`src/rtl/rv_i_type_controller_pkg.sv`:
```
// Shared encodings for the I/R-type controller: FSM states, ALU control codes
// (also consumed by the ALU), opcode and funct7 constants.
package rv_ctrl_pkg;

  typedef enum logic [2:0] {
    ST_IDLE,
    ST_FETCH,
    ST_DECODE,
    ST_EXECUTE,
    ST_WRITEBACK,
    ST_TRAP
  } state_e;

  typedef logic [3:0] alu_ctrl_t;

  localparam alu_ctrl_t ALU_ADD  = 4'd0;
  localparam alu_ctrl_t ALU_SUB  = 4'd1;
  localparam alu_ctrl_t ALU_SLL  = 4'd2;
  localparam alu_ctrl_t ALU_SLT  = 4'd3;
  localparam alu_ctrl_t ALU_SLTU = 4'd4;
  localparam alu_ctrl_t ALU_XOR  = 4'd5;
  localparam alu_ctrl_t ALU_SRL  = 4'd6;
  localparam alu_ctrl_t ALU_SRA  = 4'd7;
  localparam alu_ctrl_t ALU_OR   = 4'd8;
  localparam alu_ctrl_t ALU_AND  = 4'd9;

  localparam logic [6:0] OPC_OP_IMM = 7'b0010011;
  localparam logic [6:0] OPC_OP     = 7'b0110011;

  localparam logic [6:0] F7_BASE = 7'b0000000;
  localparam logic [6:0] F7_ALT  = 7'b0100000;

  // Operation selected by funct3 alone; SUB/SRA overrides are applied by the decoder.
  function automatic alu_ctrl_t base_alu_op(input logic [2:0] funct3);
    alu_ctrl_t op;
    case (funct3)
      3'b000:  op = ALU_ADD;
      3'b001:  op = ALU_SLL;
      3'b010:  op = ALU_SLT;
      3'b011:  op = ALU_SLTU;
      3'b100:  op = ALU_XOR;
      3'b101:  op = ALU_SRL;
      3'b110:  op = ALU_OR;
      default: op = ALU_AND;
    endcase
    return op;
  endfunction

endpackage

```
`src/rtl/rv_i_type_controller_if.sv`:
```
// Instruction-memory fetch handshake between the controller and instruction memory.
interface rv_i_type_controller_if;
  logic        imem_req;
  logic        imem_ack;
  logic [31:0] instr;

  modport master (
    output imem_req,
    input  imem_ack,
    input  instr
  );

  modport slave (
    input  imem_req,
    output imem_ack,
    output instr
  );
endinterface

```
`src/rtl/rv_i_type_controller_decoder.sv`:
```
// Combinational decode of an I/R-type instruction word into ALU control,
// operand-B select, rd-nonzero and legality.
module rv_i_type_decoder
  import rv_ctrl_pkg::*;
(
  input  logic [31:0] instr,
  output alu_ctrl_t   alu_ctrl,
  output logic        alu_src_imm,
  output logic        rd_nz,
  output logic        legal
);

  logic [6:0] opcode;
  logic [2:0] funct3;
  logic [6:0] funct7;
  logic       unused_fields;

  assign opcode        = instr[6:0];
  assign funct3        = instr[14:12];
  assign funct7        = instr[31:25];
  assign rd_nz         = (instr[11:7] != 5'd0);
  assign unused_fields = ^instr[24:15];

  always_comb begin
    alu_ctrl    = base_alu_op(funct3);
    alu_src_imm = 1'b0;
    legal       = 1'b0;
    case (opcode)
      OPC_OP_IMM: begin
        alu_src_imm = 1'b1;
        // funct7 only constrains the shift-immediates; other funct3 carry plain imm bits.
        case (funct3)
          3'b001: legal = (funct7 == F7_BASE);
          3'b101: begin
            legal = (funct7 == F7_BASE) || (funct7 == F7_ALT);
            if (funct7 == F7_ALT) alu_ctrl = ALU_SRA;
          end
          default: legal = 1'b1;
        endcase
      end
      OPC_OP: begin
        if (funct7 == F7_BASE) begin
          legal = 1'b1;
        end else if (funct7 == F7_ALT) begin
          case (funct3)
            3'b000: begin
              legal    = 1'b1;
              alu_ctrl = ALU_SUB;
            end
            3'b101: begin
              legal    = 1'b1;
              alu_ctrl = ALU_SRA;
            end
            default: legal = 1'b0;
          endcase
        end
      end
      default: legal = 1'b0;
    endcase
  end

endmodule

```
`src/rtl/rv_i_type_controller.sv`:
```
// Multi-cycle control FSM sequencing fetch/decode/execute/writeback for the
// I/R-type datapath, with imem-timeout and illegal-instruction traps.
module rv_i_type_controller
  import rv_ctrl_pkg::*;
#(
  parameter int unsigned IMEM_TIMEOUT = 15
) (
  input  logic                          clk,
  input  logic                          rst,
  input  logic                          run,
  rv_i_type_controller_if.master        imem,
  output logic                          ir_we,
  output logic                          pc_we,
  output logic                          rf_we,
  output logic                          alu_src_imm,
  output logic [3:0]                    alu_ctrl,
  output logic                          busy,
  output logic                          illegal,
  output logic                          bus_err,
  output logic [31:0]                   retired
);

  localparam int unsigned TW = $clog2(IMEM_TIMEOUT + 1);
  localparam logic [TW-1:0] TMO_LAST = TW'(IMEM_TIMEOUT - 1);

  state_e      state_q, state_d;
  logic [TW-1:0] tmo_q, tmo_d;
  alu_ctrl_t   alu_ctrl_q, alu_ctrl_d;
  logic        alu_src_imm_q, alu_src_imm_d;
  logic        rd_nz_q, rd_nz_d;
  logic        illegal_q, illegal_d;
  logic        bus_err_q, bus_err_d;
  logic [31:0] retired_q, retired_d;
  logic        imem_req;

  alu_ctrl_t   dec_alu_ctrl;
  logic        dec_alu_src_imm;
  logic        dec_rd_nz;
  logic        dec_legal;

  rv_i_type_decoder u_dec (
    .instr       (imem.instr),
    .alu_ctrl    (dec_alu_ctrl),
    .alu_src_imm (dec_alu_src_imm),
    .rd_nz       (dec_rd_nz),
    .legal       (dec_legal)
  );

  always_comb begin
    state_d       = state_q;
    tmo_d         = tmo_q;
    alu_ctrl_d    = alu_ctrl_q;
    alu_src_imm_d = alu_src_imm_q;
    rd_nz_d       = rd_nz_q;
    illegal_d     = illegal_q;
    bus_err_d     = bus_err_q;
    retired_d     = retired_q;
    imem_req      = 1'b0;
    ir_we         = 1'b0;
    pc_we         = 1'b0;
    rf_we         = 1'b0;
    busy          = 1'b1;
    case (state_q)
      ST_IDLE: begin
        busy = 1'b0;
        if (run) state_d = ST_FETCH;
      end
      ST_FETCH: begin
        imem_req = 1'b1;
        if (imem.imem_ack) begin
          ir_we   = 1'b1;
          tmo_d   = '0;
          state_d = ST_DECODE;
        end else begin
          // This miss is the IMEM_TIMEOUT-th in a row: trap instead of retrying.
          tmo_d = tmo_q + 1'b1;
          if (tmo_q == TMO_LAST) begin
            bus_err_d = 1'b1;
            state_d   = ST_TRAP;
          end
        end
      end
      ST_DECODE: begin
        if (dec_legal) begin
          alu_ctrl_d    = dec_alu_ctrl;
          alu_src_imm_d = dec_alu_src_imm;
          rd_nz_d       = dec_rd_nz;
          state_d       = ST_EXECUTE;
        end else begin
          illegal_d = 1'b1;
          state_d   = ST_TRAP;
        end
      end
      ST_EXECUTE: begin
        state_d = ST_WRITEBACK;
      end
      ST_WRITEBACK: begin
        pc_we     = 1'b1;
        rf_we     = rd_nz_q;
        retired_d = retired_q + 32'd1;
        state_d   = run ? ST_FETCH : ST_IDLE;
      end
      ST_TRAP: begin
        busy = 1'b0;
      end
      default: begin
        busy    = 1'b0;
        state_d = ST_IDLE;
      end
    endcase
  end

  always_ff @(posedge clk) begin
    if (rst) begin
      state_q       <= ST_IDLE;
      tmo_q         <= '0;
      alu_ctrl_q    <= ALU_ADD;
      alu_src_imm_q <= 1'b0;
      rd_nz_q       <= 1'b0;
      illegal_q     <= 1'b0;
      bus_err_q     <= 1'b0;
      retired_q     <= '0;
    end else begin
      state_q       <= state_d;
      tmo_q         <= tmo_d;
      alu_ctrl_q    <= alu_ctrl_d;
      alu_src_imm_q <= alu_src_imm_d;
      rd_nz_q       <= rd_nz_d;
      illegal_q     <= illegal_d;
      bus_err_q     <= bus_err_d;
      retired_q     <= retired_d;
    end
  end

  assign imem.imem_req = imem_req;
  assign alu_ctrl      = alu_ctrl_q;
  assign alu_src_imm   = alu_src_imm_q;
  assign illegal       = illegal_q;
  assign bus_err       = bus_err_q;
  assign retired       = retired_q;

endmodule

```
`src/flat_wrapper.sv`:
```
// flat-port wrapper written by rule: the top's interface ports become plain ports
module rv_i_type_controller_flat import rv_ctrl_pkg::*;
#(
  parameter int unsigned IMEM_TIMEOUT = 15
)
  (clk, rst, run, ir_we, pc_we, rf_we, alu_src_imm, alu_ctrl, busy, illegal, bus_err, retired, imem_imem_req, imem_imem_ack, imem_instr);
  rv_i_type_controller_if imem_i ();
  input  logic clk;
  input  logic rst;
  input  logic run;
  output logic ir_we;
  output logic pc_we;
  output logic rf_we;
  output logic alu_src_imm;
  output logic [3:0] alu_ctrl;
  output logic busy;
  output logic illegal;
  output logic bus_err;
  output logic [31:0] retired;
  output wire logic [$bits(imem_i.imem_req)-1:0] imem_imem_req;
  input wire logic [$bits(imem_i.imem_ack)-1:0] imem_imem_ack;
  input wire logic [$bits(imem_i.instr)-1:0] imem_instr;
  assign imem_imem_req = imem_i.imem_req;
  assign imem_i.imem_ack = imem_imem_ack;
  assign imem_i.instr = imem_instr;
  rv_i_type_controller #(.IMEM_TIMEOUT(IMEM_TIMEOUT)) u_core (.clk(clk), .rst(rst), .run(run), .imem(imem_i), .ir_we(ir_we), .pc_we(pc_we), .rf_we(rf_we), .alu_src_imm(alu_src_imm), .alu_ctrl(alu_ctrl), .busy(busy), .illegal(illegal), .bus_err(bus_err), .retired(retired));
endmodule
```
`config.mk`:
```
export PLATFORM = sky130hd
export DESIGN_NAME = rv_i_type_controller_flat
export DESIGN_NICKNAME = d
export VERILOG_FILES = /design/src/rtl/rv_i_type_controller_pkg.sv /design/src/rtl/rv_i_type_controller_if.sv /design/src/rtl/rv_i_type_controller_decoder.sv /design/src/rtl/rv_i_type_controller.sv /design/src/flat_wrapper.sv
export SDC_FILE = /design/constraint.sdc
export NUM_CORES = 1
export LEC_CHECK = 0
export BUFFER_PORTS_ARGS = -buffer_cell sky130_fd_sc_hd__buf_2
export CELL_PAD_IN_SITES_DETAIL_PLACEMENT = 0
export CELL_PAD_IN_SITES_GLOBAL_PLACEMENT = 1
export CORE_MARGIN = 2
export CORE_UTILIZATION = 36
export DETAILED_ROUTE_END_ITERATION = 7
export GPL_TIMING_DRIVEN = 0
export PLACE_DENSITY_LB_ADDON = 0.1
export SLEW_MARGIN = 20
export SYNTH_ARGS = -nofsm -noshare
export SYNTH_HDL_FRONTEND = slang
export SYNTH_SLANG_ARGS = --single-unit
```
`constraint.sdc`:
```
create_clock -name clk -period 2.4 [get_ports clk]
set_input_delay 0 -clock clk [delete_from_list [all_inputs] [get_ports clk]]
set_output_delay 0 -clock clk [all_outputs]
set_load 0.03 [all_outputs]
```
# Word-level counts from Yosys, hierarchy flattened
# Cells that the tools add are included.
[classes] addsub=2 n_eq_ne=17 muxes=26 n_bitwise=3 reduce_logical=11
[op_table] operator="$add A32 B1 Y32 const B" n=1
[op_table] operator="$pmux W4 S7" n=1
[op_table] operator="$mux W4" n=5
[op_table] operator="$pmux W3 S6" n=1
[op_table] operator="$pmux W4 S2" n=2
[op_table] operator="$eq A3 B3 Y1 const B" n=5
[op_table] operator="$eq A7 B6 Y1 const B" n=2
[op_table] operator="$eq A3 B2 Y1 const B" n=4
[op_table] operator="$mux W3" n=4
[op_table] operator="$mux W1" n=11
[op_table] operator="$eq A7 B5 Y1 const B" n=1
[op_table] operator="$logic_not A7 Y1" n=1
[op_table] operator="$eq A3 B1 Y1 const B" n=2
[op_table] operator="$logic_not A3 Y1" n=2
[op_table] operator="$reduce_and A3 Y1" n=2
[op_table] operator="$reduce_bool A5 Y1" n=1
[op_table] operator="$add A4 B1 Y4 const B" n=1
[op_table] operator="$eq A4 B4 Y1 const B" n=1
[op_table] operator="$pmux W1 S2" n=2
[op_table] operator="$reduce_and A2 Y1" n=2
[op_table] operator="$reduce_or A4 Y1" n=1
[op_table] operator="$ne A3 B2 Y1 const B" n=1
[op_table] operator="$not A1 Y1" n=3
[op_table] operator="$ne A2 B2 Y1 const B" n=1
[op_table] operator="other kinds (2)" n=2
[totals] regBits=47 inputBits=36 output_inout_bits=44 word_cells=67

# Longest topological paths before layout
# Gate-level depths: netlist of run 1.
[logic_depth] ltp_word=8 ltp_mapped=7

# Modules after synthesis
# From an unflattened synthesis of run 1, not the netlist that was laid out.
[hier_totals] hier_cells=287 hier_area_um2=2364.8
[by_module_without_submodules] module="rv_i_type_controller" n_inst=1 cells_each=262 area_per_inst_um2=2209.6 seq_area_each_um2=940.9
[by_module_without_submodules] module="rv_i_type_decoder" n_inst=1 cells_each=25 area_per_inst_um2=155.1 seq_area_each_um2=0.0

# Least setup slack after synthesis of run 1
# No wires, ideal clock.
[synth_timing] path_type="register to register" from="reg u_core.retired_q[12], in the netlist u_core.retired[12]" to="reg u_core.retired_q[31], in the netlist u_core.retired[31]" t_arrival_ns=1.946 required_ns=2.330 setup_slack_ns=0.384 stages_incl_launch_ff=7 path_buffers=1 path_cell_list="dfxtp_1 and4_1 and3_1 clkbuf_1 nand3_2 or4b_1 a21oi_1"
[synth_between] elab_chain_cells=1
[synth_lines] element="start: declaration" line="rv_i_type_controller.sv:33" text="logic [31:0] retired_q, retired_d;"
[synth_lines] element="start signal: assignment" line="rv_i_type_controller.sv:131" text="retired_q <= retired_d;"
[synth_lines] element="$add A32 B1 Y32" line="rv_i_type_controller.sv:100" text="retired_d = retired_q + 32'd1;"
# No other way between the ends.
# A chain may end at the register's enable or synchronous reset.

# Worst setup path in the final report of run 1
[layout_timing] from="reg u_core.state_q[2]" to="reg u_core.retired_q[31], in the netlist u_core.retired[31]"
[layout_between] elab_chain_cells=1
[layout_lines] element="start: declaration" line="rv_i_type_controller.sv:26" text="state_e state_q, state_d;"
[layout_lines] element="start signal: assignment" line="rv_i_type_controller.sv:124" text="state_q <= state_d;"
[layout_lines] element="$eq A3 B3 Y1" line="rv_i_type_controller.sv:63" text="case (state_q)"
# No other way between the ends.

==> flow_summary_export.csv, run 1 <==
group,metric,value,unit
sta,tns,0,ps
worst_setup_path,startpoint_type,"flip-flop",
placement,dpl.hpwl,4050,um
worst_setup_path,critical_path.cell_chain,"or3b_1 > buf_6 > nor3_4 > nand3_2 > or4b_1 > a21oi_1",
drt,drtPass1Iterations,4,
synthesis,netlist_instances,277,
worst_setup_path,path_delay_family,"simple AND/OR/NAND/NOR gates",
die,ios,80,
drt,drt-initial-drc-count,88,
synthesis,postSynthAreaPerCell,8.32,um^2
clock_network,h-tree-depth,2,
sta,period_share,93.4,%
drt,routedWlPerCell,12.6,um
clock_network,cts_tree,"built",
layout,drive_above_1_share,23.4,%
pwr,ir_worst_vdd,332,uV
sta,max_freq,0.446,GHz
worst_setup_path,end_kind,"flip-flop",
job,cap_violations,0,
global_route,grt_pass1_wl,9490,um
placement,place.gp.congestion,0.797,
sta,fin_skew,5.99,ps
pwr,power,1.42,mW
drt,viasPerCell,5.03,
layout,areaGrowthSynthToFinish,24.2,%
global_route,track_usage,16.1,%
worst_setup_path,path_class,"flip-flop to flip-flop",
drt,vias,2167,
sta,max_slew_margin,60.2,%
sta,finalMaxSlewViolations,0,
die,rows,29,
synthesis,ys_seq_area_share,40.8,%
synthesis,yosysUniqueCellTypes,43,
pwr,p_per_area,498,nW/um^2
worst_setup_path,max_stage_delay,520,ps
layout,n_antenna_cell,0,
die,start_util,36.7,%
clock_network,clock_path_buffers,2,
synthesis,synth.top_cell.area_share,40.8,%
clock_network,clk_pin_slew_worst_paths,80,ps
worst_setup_path,cp.arrival,2470,ps
clock_network,clockRootBuffer,"clkbuf_8",
worst_setup_path,slowest_stage,"or4b_1",
synthesis,synth.area.top_cells,"dfxtp_1 (41%), xor2_1 (8.0%), nor2_1 (6.0%)",
worst_setup_path,critPathMaxFanout,7,
clock_network,postCtsSetupBuffers,0,
min_path,min_path_type,"input port to flip-flop",
clock_network,numCtsBuffers,5,
global_route,grt_pass1_vias,1967,
drt,drc,0,
worst_setup_path,critical_path_required,2630,ps
die,fp.dieW,84.0,um
worst_setup_path,critPathBufInv,1,
clock_network,clkSinkCount,47,
layout,fin_nets,392,
sta,setup_viol,0,
status,status,"complete, no violations",
sta,rsz0062_at_grt,"false",
global_route,grt_max_degree,14,
synthesis,async_reset_ff_share,0,%
sta,hold_viol,0,
synthesis,synth_edf_count,0,
global_route,overflow,0,
sta,tightest_slew,592,ps
synthesis,synth_fp_nets,316,
die,die_y,84.0,um
placement,portBuffers,66,
clock_network,worst_skew_pair.late_latency,300,ps
die,dieArea,7050,um^2
synthesis,synth_flop_cell,"dfxtp_1",
pwr,p_leak,1.24,nW
drt,detail-route-antenna-nets,0,
global_route,antenna_found_initial,0,
layout,fillCellCount,660,
drt,wirelength,5420,um
synthesis,syn_area,2300,um^2
synthesis,ys_ff_latch,47,
synthesis,yosys.area.top_type,"dfxtp_1",
die,core,6280,um^2
sta,post-route-min-period,2240,ps
clock_network,cts_resized,0,
synthesis,yosysWarningCount,0,
[placed cells by master, fill, tap and decap left out, types with 3 or more instances in the layout]
cell type	netlist	final
buf_2	0	66
dfxtp_1	47	47
nor2_1	37	37
nand2_1	22	22
xor2_1	21	21
a21oi_1	20	20
nand4_1	14	14
clkbuf_1	11	12
nand3_1	12	12
inv_1	9	9
or3_1	9	9
and3_1	8	8
o21ai_1	8	8
o21ai_0	7	7
clkbuf_8	0	7
nor3_1	5	5
and4_1	4	4
xnor2_1	3	3
nor2b_1	3	3
mux2i_1	3	3
ha_1	3	3
dlygate4sd3_1	0	3
[what timing repair did]
action,in CTS,in global routing
hold buffers,3,0
hold endpoints to repair,3,0
setup endpoints to repair,0,1
[final timing paths]
check,from,to,slack (ps),cells past startpoint
setup / recovery,u_core.state_q[2],u_core.retired[31],160,6
hold / removal,imem_instr[5],u_core.alu_src_imm,40,3
setup reg to reg,u_core.state_q[2],u_core.retired[31],160,6
hold reg to reg,u_core.alu_src_imm,u_core.alu_src_imm,450,2
[area by class of cell]
class / count / area [um^2] / area share, %
multi-input cells: 208 / 1260 / 44.2
flip-flops and latches: 47 / 941 / 32.9
repair buffers: 69 / 360 / 12.6
clock buffers: 8 / 100 / 3.50
well taps: 77 / 96.3 / 3.37
plain buffers: 13 / 63.8 / 2.23
inverters: 9 / 33.8 / 1.18
[cells by family after synthesis]
family          after synthesis  synth area share [%]
compound gates               45                  11.4
xor+xnor                     24                  9.13
fa+ha+maj                     3                  1.63
buf+inv                      22                  4.24
flops                        47                  40.8
mux                           3                  1.30
simple gates                133                  31.5
[per-layer routing]
| metal | wire, um | global-route usage, % | vias to the layer above |
|---|---|---|---|
| li1 | - | - | 1129 |
| met1 | 2700 | 23.2 | 991 |
| met2 | 2400 | 24.4 | 40 |
| met3 | 252 | 3.66 | 7 |
| met4 | 67 | 3.81 | 0 |
| met5 | 0 | 0 | - |
[power by group]
part / switching (mW) / internal [mW] / total (mW) / leakage, nW
clock network: 0.258 / 0.263 / 0.522 / 0.0515
logic: 0.0684 / 0.0426 / 0.111 / 0.809
registers: 0.00692 / 0.784 / 0.791 / 0.379
[stage by stage]
stage | std cells | hold WS [ps] | setup WS [ps] | area (um^2) | util [%]
final | 431 | 35.2 | 159 | 2860 | 45.6
after global routing | 431 | 68.6 | 21.2 | 2860 | 45.6
after CTS | 431 | 30.4 | 141 | 2860 | 45.6
after detailed placement | 420 | 244 | 167 | 2730 | 43.5
after global placement | 420 | 242 | 173 | 2730 | 43.5
after floorplan | 277 | 145 | 384 | 2300 | -
[worst min-delay path, stage by stage]
cell and delay (ps):
buf_2 120, or3b_1 110, a21oi_1 60
[registers in the layout, summed over array words and instances, names as in the netlist]
| signal | flops |
|---|---|
| u_core.retired | 32 |
| u_core.alu_ctrl | 4 |
| u_core.tmo_q | 4 |
| u_core.state_q | 3 |
| u_core.alu_src_imm | 1 |
| u_core.bus_err | 1 |
| u_core.illegal | 1 |
| u_core.rd_nz_q | 1 |
[cell usage after synthesis, drive strengths merged, types with 2 or more instances]
| cell | instances |
|---|---|
| inv | 9 |
| nor2 | 39 |
| a211oi | 2 |
| or3b | 3 |
| mux2i | 3 |
| nor4 | 2 |
| o21ai | 15 |
| xnor2 | 3 |
| buf | 2 |
| clkbuf | 11 |
| nor3 | 7 |
| or4 | 2 |
| nand2 | 22 |
| ha | 3 |
| a21oi | 20 |
| xor2 | 21 |
| or3 | 9 |
| nand4 | 14 |
| nand3 | 14 |
| and4 | 4 |
| and3 | 8 |
| dfxtp | 47 |
| nor2b | 3 |
(Power assumes the default switching activity.)
==> inputs of run 2 (changes only) <==
Settings changed: CELL_PAD_IN_SITES_DETAIL_PLACEMENT 0 to unset, CELL_PAD_IN_SITES_GLOBAL_PLACEMENT 1 to unset, CORE_UTILIZATION 36 to 50, PLACE_DENSITY set to 0.8, PLACE_DENSITY_LB_ADDON 0.1 to unset, SLEW_MARGIN 20 to unset.
==> flow_summary_export.csv, run 2 (same netlist as run 1, synthesis figures left out) <==
group,metric,value,unit
clock_network,h-tree-depth,2,
clock_network,cts_resized,0,
placement,dpl.hpwl,3830,um
worst_setup_path,r2r_cells,6,
worst_setup_path,regToRegStartpoint,"u_core.state_q[2]",
drt,drtPass1Iterations,4,
global_route,grt_max_degree,15,
drt,met1_length,2460,um
die,core,4380,um^2
clock_network,clkSinkCount,47,
placement,placed_cells,395,
drt,routedWlPerCell,12.7,um
layout,final_common_cell,"buf_2",
worst_setup_path,reg2reg_setup_slack,200,ps
drt,vias,2230,
global_route,track_usage,21.0,%
die,ios,80,
sta,post-route-min-period,2200,ps
sta,rsz0062_at_grt,"false",
sta,tightest_slew,554,ps
worst_setup_path,path_class,"flip-flop to flip-flop",
global_route,antenna_found_initial,0,
sta,period_share,91.8,%
clock_network,numCtsBuffers,5,
sta,finalMaxSlewViolations,0,
job,cap_violations,0,
sta,hold_viol,0,
layout,areaGrowthSynthToFinish,23.0,%
placement,portBuffers,66,
drt,drt-initial-drc-count,133,
die,rows,24,
drt,wl_met3,253,um
global_route,grt_pass1_wl,8670,um
die,dieArea,5170,um^2
layout,layout_common_cells,"buf_2 (66), dfxtp_1 (47), nor2_1 (37)",
min_path,min_from,"imem_instr[5]",
global_route,grt_pass1_vias,1886,
clock_network,cts_tree,"built",
drt,viasPerCell,5.49,
worst_setup_path,end_kind,"flip-flop",
die,start_util,52.5,%
min_path,holdPathEnd,"u_core.alu_src_imm",
drt,dr_wl_met2,2420,um
pwr,p_per_area,502,nW/um^2
status,status,"complete, no violations",
global_route,overflow,0,
die,die_y,71.9,um
pwr,ir_worst_vdd,373,uV
layout,drive_above_1_share,23.7,%
drt,routed.top_layer,"met4",
worst_setup_path,critical_path_required,2630,ps
worst_setup_path,critPathMaxFanout,7,
layout,largest_register_ff_count,32,
min_path,min_path_type,"input port to flip-flop",
sta,fin_skew,10.2,ps
placement,dp_slack,189,ps
clock_network,worst_skew_pair.late_latency,300,ps
die,fp.dieW,71.9,um
layout,final_cells,406,
layout,utilization,64.6,%
sta,setup_viol,0,
worst_setup_path,startpoint_type,"flip-flop",
clock_network,clock_path_buffers,2,
drt,detail-route-antenna-nets,0,
clock_network,clk_pin_slew_worst_paths,90,ps
placement,place.gp.congestion,0.829,
clock_network,clockRootBuffer,"clkbuf_8",
sta,max_slew_margin,62.8,%
drt,drc,0,
layout,n_antenna_cell,0,
drt,wirelength,5160,um
worst_setup_path,cp.arrival,2440,ps
layout,fin_nets,392,
min_path,hold_path_depth,3,
sta,tns,0,ps
pwr,p_leak,1.24,nW
worst_setup_path,r2r_end,"u_core.retired[31]",
layout,fillCellCount,386,
sta,worst_slack,196,ps
sta,max_freq,0.454,GHz
run 2: cell type report:
type,instances,area [um^2],share of cell area [%]
repair buffers,69,360,12.7
well taps,52,65.1,2.30
clock inverters,1,7.51,0.265
multi-input cells,208,1260,44.7
clock buffers,7,96.3,3.40
flip-flops and latches,47,941,33.2
plain buffers,13,63.8,2.25
inverters,9,33.8,1.19
run 2: worst max-delay path by stage:
stage	startpoint	endpoint	slack, ps	cells after the start
final	u_core.state_q[2]	u_core.retired[31]	200	6
after detailed placement	u_core.state_q[2]	u_core.retired[30]	190	7
after CTS	u_core.state_q[2]	u_core.retired[30]	160	7
after global placement	u_core.state_q[2]	u_core.retired[30]	220	7
after global routing	u_core.state_q[2]	u_core.retired[30]	60	7
after floorplan	u_core.retired[12]	u_core.retired[31]	380	6
run 2: critical path, stage by stage (launching register included):
cell and delay [ps]:
dfxtp_1 450, or3b_1 390, buf_6 150, nor3_4 320, nand3_2 160, or4b_1 510, a21oi_1 150
run 2: what timing repair did:
item	4_1_cts	5_1_grt
hold endpoints to repair	3	0
endpoints found under the setup margin	0	1
hold buffers	3	0
setup buffers	0	0
run 2: report_power, final:
group,switching (mW),internal [mW],leakage (nW)
logic,0.0671,0.0426,0.809
clock network,0.258,0.262,0.0505
registers,0.00682,0.784,0.379
run 2: metal layers:
| layer | track usage (%) | vias up |
|---|---|---|
| li1 | - | 1131 |
| met1 | 28.9 | 1048 |
| met2 | 33.2 | 46 |
| met3 | 5.34 | 5 |
| met4 | 4.82 | 0 |
| met5 | 0 | - |
run 2: stage by stage:
step                area, um^2  hold slack [ps]  power, mW
floorplan                 2300              145      0.876
global placement          2700              241      0.914
detailed placement        2700              245      0.916
CTS                       2830             23.0       1.43
global route              2830             46.4       1.48
finish                    2830             37.9       1.42
==> inputs of run 3 (changes only) <==
Settings changed: PLACE_DENSITY 0.8 to 0.79, SYNTH_HIERARCHICAL set to 1.
==> flow_summary_export.csv, run 3 <==
group,metric,value,unit
synthesis,yosysUniqueCellTypes,42,
worst_setup_path,critical_path.cell_chain,"ha_1 > nand4bb_1 > buf_4 > or4_4 > buf_6 > buf_6 > or4_4 > a21oi_2",
worst_setup_path,critPathMaxFanout,10,
worst_setup_path,max_stage_delay,530,ps
synthesis,syn_area,2360,um^2
sta,worst_slack,101,ps
status,status,"complete, no violations",
min_path,min_path_type,"input port to flip-flop",
worst_setup_path,path_class,"flip-flop to flip-flop",
global_route,grt-busiest-layer,"met2",
synthesis,synth.area.top_cells,"dfxtp_1 (40%), a21oi_1 (6.1%), nor2_1 (5.7%)",
sta,max_freq,0.435,GHz
drt,vias,2384,
synthesis,async_reset_ff_share,0,%
sta,period_share,95.8,%
worst_setup_path,reg2reg_setup_slack,100,ps
synthesis,postSynthAreaPerCell,8.24,um^2
layout,largest_register_ff_count,32,
clock_network,numCtsBuffers,5,
layout,layout_common_cells,"buf_2 (70), dfxtp_1 (45), nor2_1 (36)",
synthesis,synth_flop_cell,"dfxtp_1",
drt,drtPass1Iterations,4,
drt,routedWlPerCell,13.4,um
synthesis,ys_seq_area_share,39.8,%
sta,rsz0062_at_grt,"false",
die,fp.dieW,72.8,um
pwr,p_leak,1.14,nW
global_route,grt_pass1_wl,9090,um
sta,tns,0,ps
synthesis,ys_ff_latch,47,
drt,detail-route-antenna-nets,0,
synthesis,yosysMostFrequentCell,"dfxtp_1",
clock_network,clkSinkCount,47,
global_route,grt_max_degree,14,
placement,dpl.hpwl,4120,um
synthesis,synth_fp_nets,326,
clock_network,clock_path_buffers,2,
placement,placed_cells,410,
job,cap_violations,0,
drt,wirelength,5630,um
die,rows,25,
clock_network,cts_tree,"built",
die,core,4630,um^2
sta,hold_viol,0,
worst_setup_path,critical_path_required,2640,ps
worst_setup_path,cp.arrival,2540,ps
die,start_util,51.1,%
synthesis,yosysWarningCount,6,
global_route,grt_use_met3,4.14,%
global_route,met2_usage,39.4,%
die,ios,80,
layout,fin_nets,405,
worst_setup_path,end_kind,"flip-flop",
layout,multi_input_area,1300,um^2
drt,drt-initial-drc-count,111,
global_route,track_usage,21.3,%
synthesis,synth_edf_count,0,
clock_network,worst_skew_pair.late_latency,300,ps
global_route,gr-usage-met1,25.2,%
placement,place.gp.congestion,0.810,
layout,final_cells,421,
synthesis,yosys.area.top_type,"dfxtp_1",
layout,fillCellCount,411,
sta,finalMaxSlewViolations,0,
global_route,grt_pass1_vias,2096,
layout,drive_above_1_share,25.6,%
layout,n_antenna_cell,0,
synthesis,netlist_instances,287,
synthesis,synth.top_cell.area_share,39.8,%
sta,max_slew_margin,61.5,%
layout,final_cell_area,2900,um^2
sta,hold_ws,46.8,ps
drt,drc,0,
clock_network,h-tree-depth,2,
global_route,antenna_found_initial,0,
sta,setup_viol,0,
placement,portBuffers,69,
die,dieArea,5300,um^2
layout,utilization,62.7,%
synthesis,yosys-top-cells-count,"dfxtp_1 (47), nor2_1 (36), a21oi_1 (29)",
worst_setup_path,slowest_stage,"or4_4",
placement,post_dp_cell_area,2780,um^2
drt,viasPerCell,5.66,
layout,final_common_cell,"buf_2",
global_route,overflow,0,
sta,tightest_slew,572,ps
placement,dp_slack,83.2,ps
die,die_y,72.8,um
pwr,power,1.36,mW
pwr,ir_worst_vdd,251,uV
clock_network,clk_pin_slew_worst_paths,80,ps
layout,seq_area,948,um^2
layout,areaGrowthSynthToFinish,22.7,%
sta,fin_skew,7.14,ps
worst_setup_path,startpoint_type,"flip-flop",
pwr,p_per_area,469,nW/um^2
clock_network,clockRootBuffer,"clkbuf_8",
sta,post-route-min-period,2300,ps
[run 3: worst max-delay path, delay by kind of cell (launching register included)]
family	cells	cell delay, ps
adder cells (fa/ha/maj)	1	160
buffers and inverters	3	450
AO/OA/AOI/OAI	1	140
AND/OR/NAND/NOR	3	1110
flip-flops	1	380
[run 3: routing by layer]
metal | up-vias | part of all wire [%]
li1 | 1208 | -
met1 | 1119 | 45
met2 | 51 | 51
met3 | 6 | 3.6
met4 | 0 | 0.78
met5 | - | 0
[run 3: worst paths after layout]
kind,end,depth (start not counted),startpoint
worst max-delay path,u_core/retired[30],8,u_core/retired[1]
worst min-delay path,u_core/rd_nz_q,5,imem_instr[11]
worst min register to register,u_core/illegal,2,u_core/illegal
worst max register to register,u_core/retired[30],8,u_core/retired[1]
[run 3: area by class of cell]
cell class	count	share of cell area (%)
multi-input cells	213	44.8
flip-flops and latches	47	32.7
repair buffers	72	12.8
plain buffers	17	3.28
clock buffers	7	2.63
well taps	54	2.33
inverters	10	1.29
clock inverters	1	0.172
[run 3: logic make-up after synthesis]
family                     Yosys count  synth area share, %
AOI/OAI and AO/OA                   64                 16.0
DFF                                 47                 39.8
adders and majority gates            3                 1.59
buffers and inverters               27                 5.50
and+or+nand+nor                    129                 30.4
muxes                                7                 3.02
xor gates and xnor gates            10                 3.70
[run 3: what timing repair did]
action | 4_1_cts | 5_1_grt
setup endpoints to repair | 0 | 1
setup buffers | 0 | 2
endpoints found under the hold margin | 1 | 0
resized for setup | 0 | 6
hold buffers | 1 | 0
[run 3: where the power goes]
part	switching, mW	leakage (nW)	internal [mW]
Combinational	0.0645	0.718	0.0431
Clock	0.262	0.0422	0.205
Sequential	0.00546	0.381	0.782
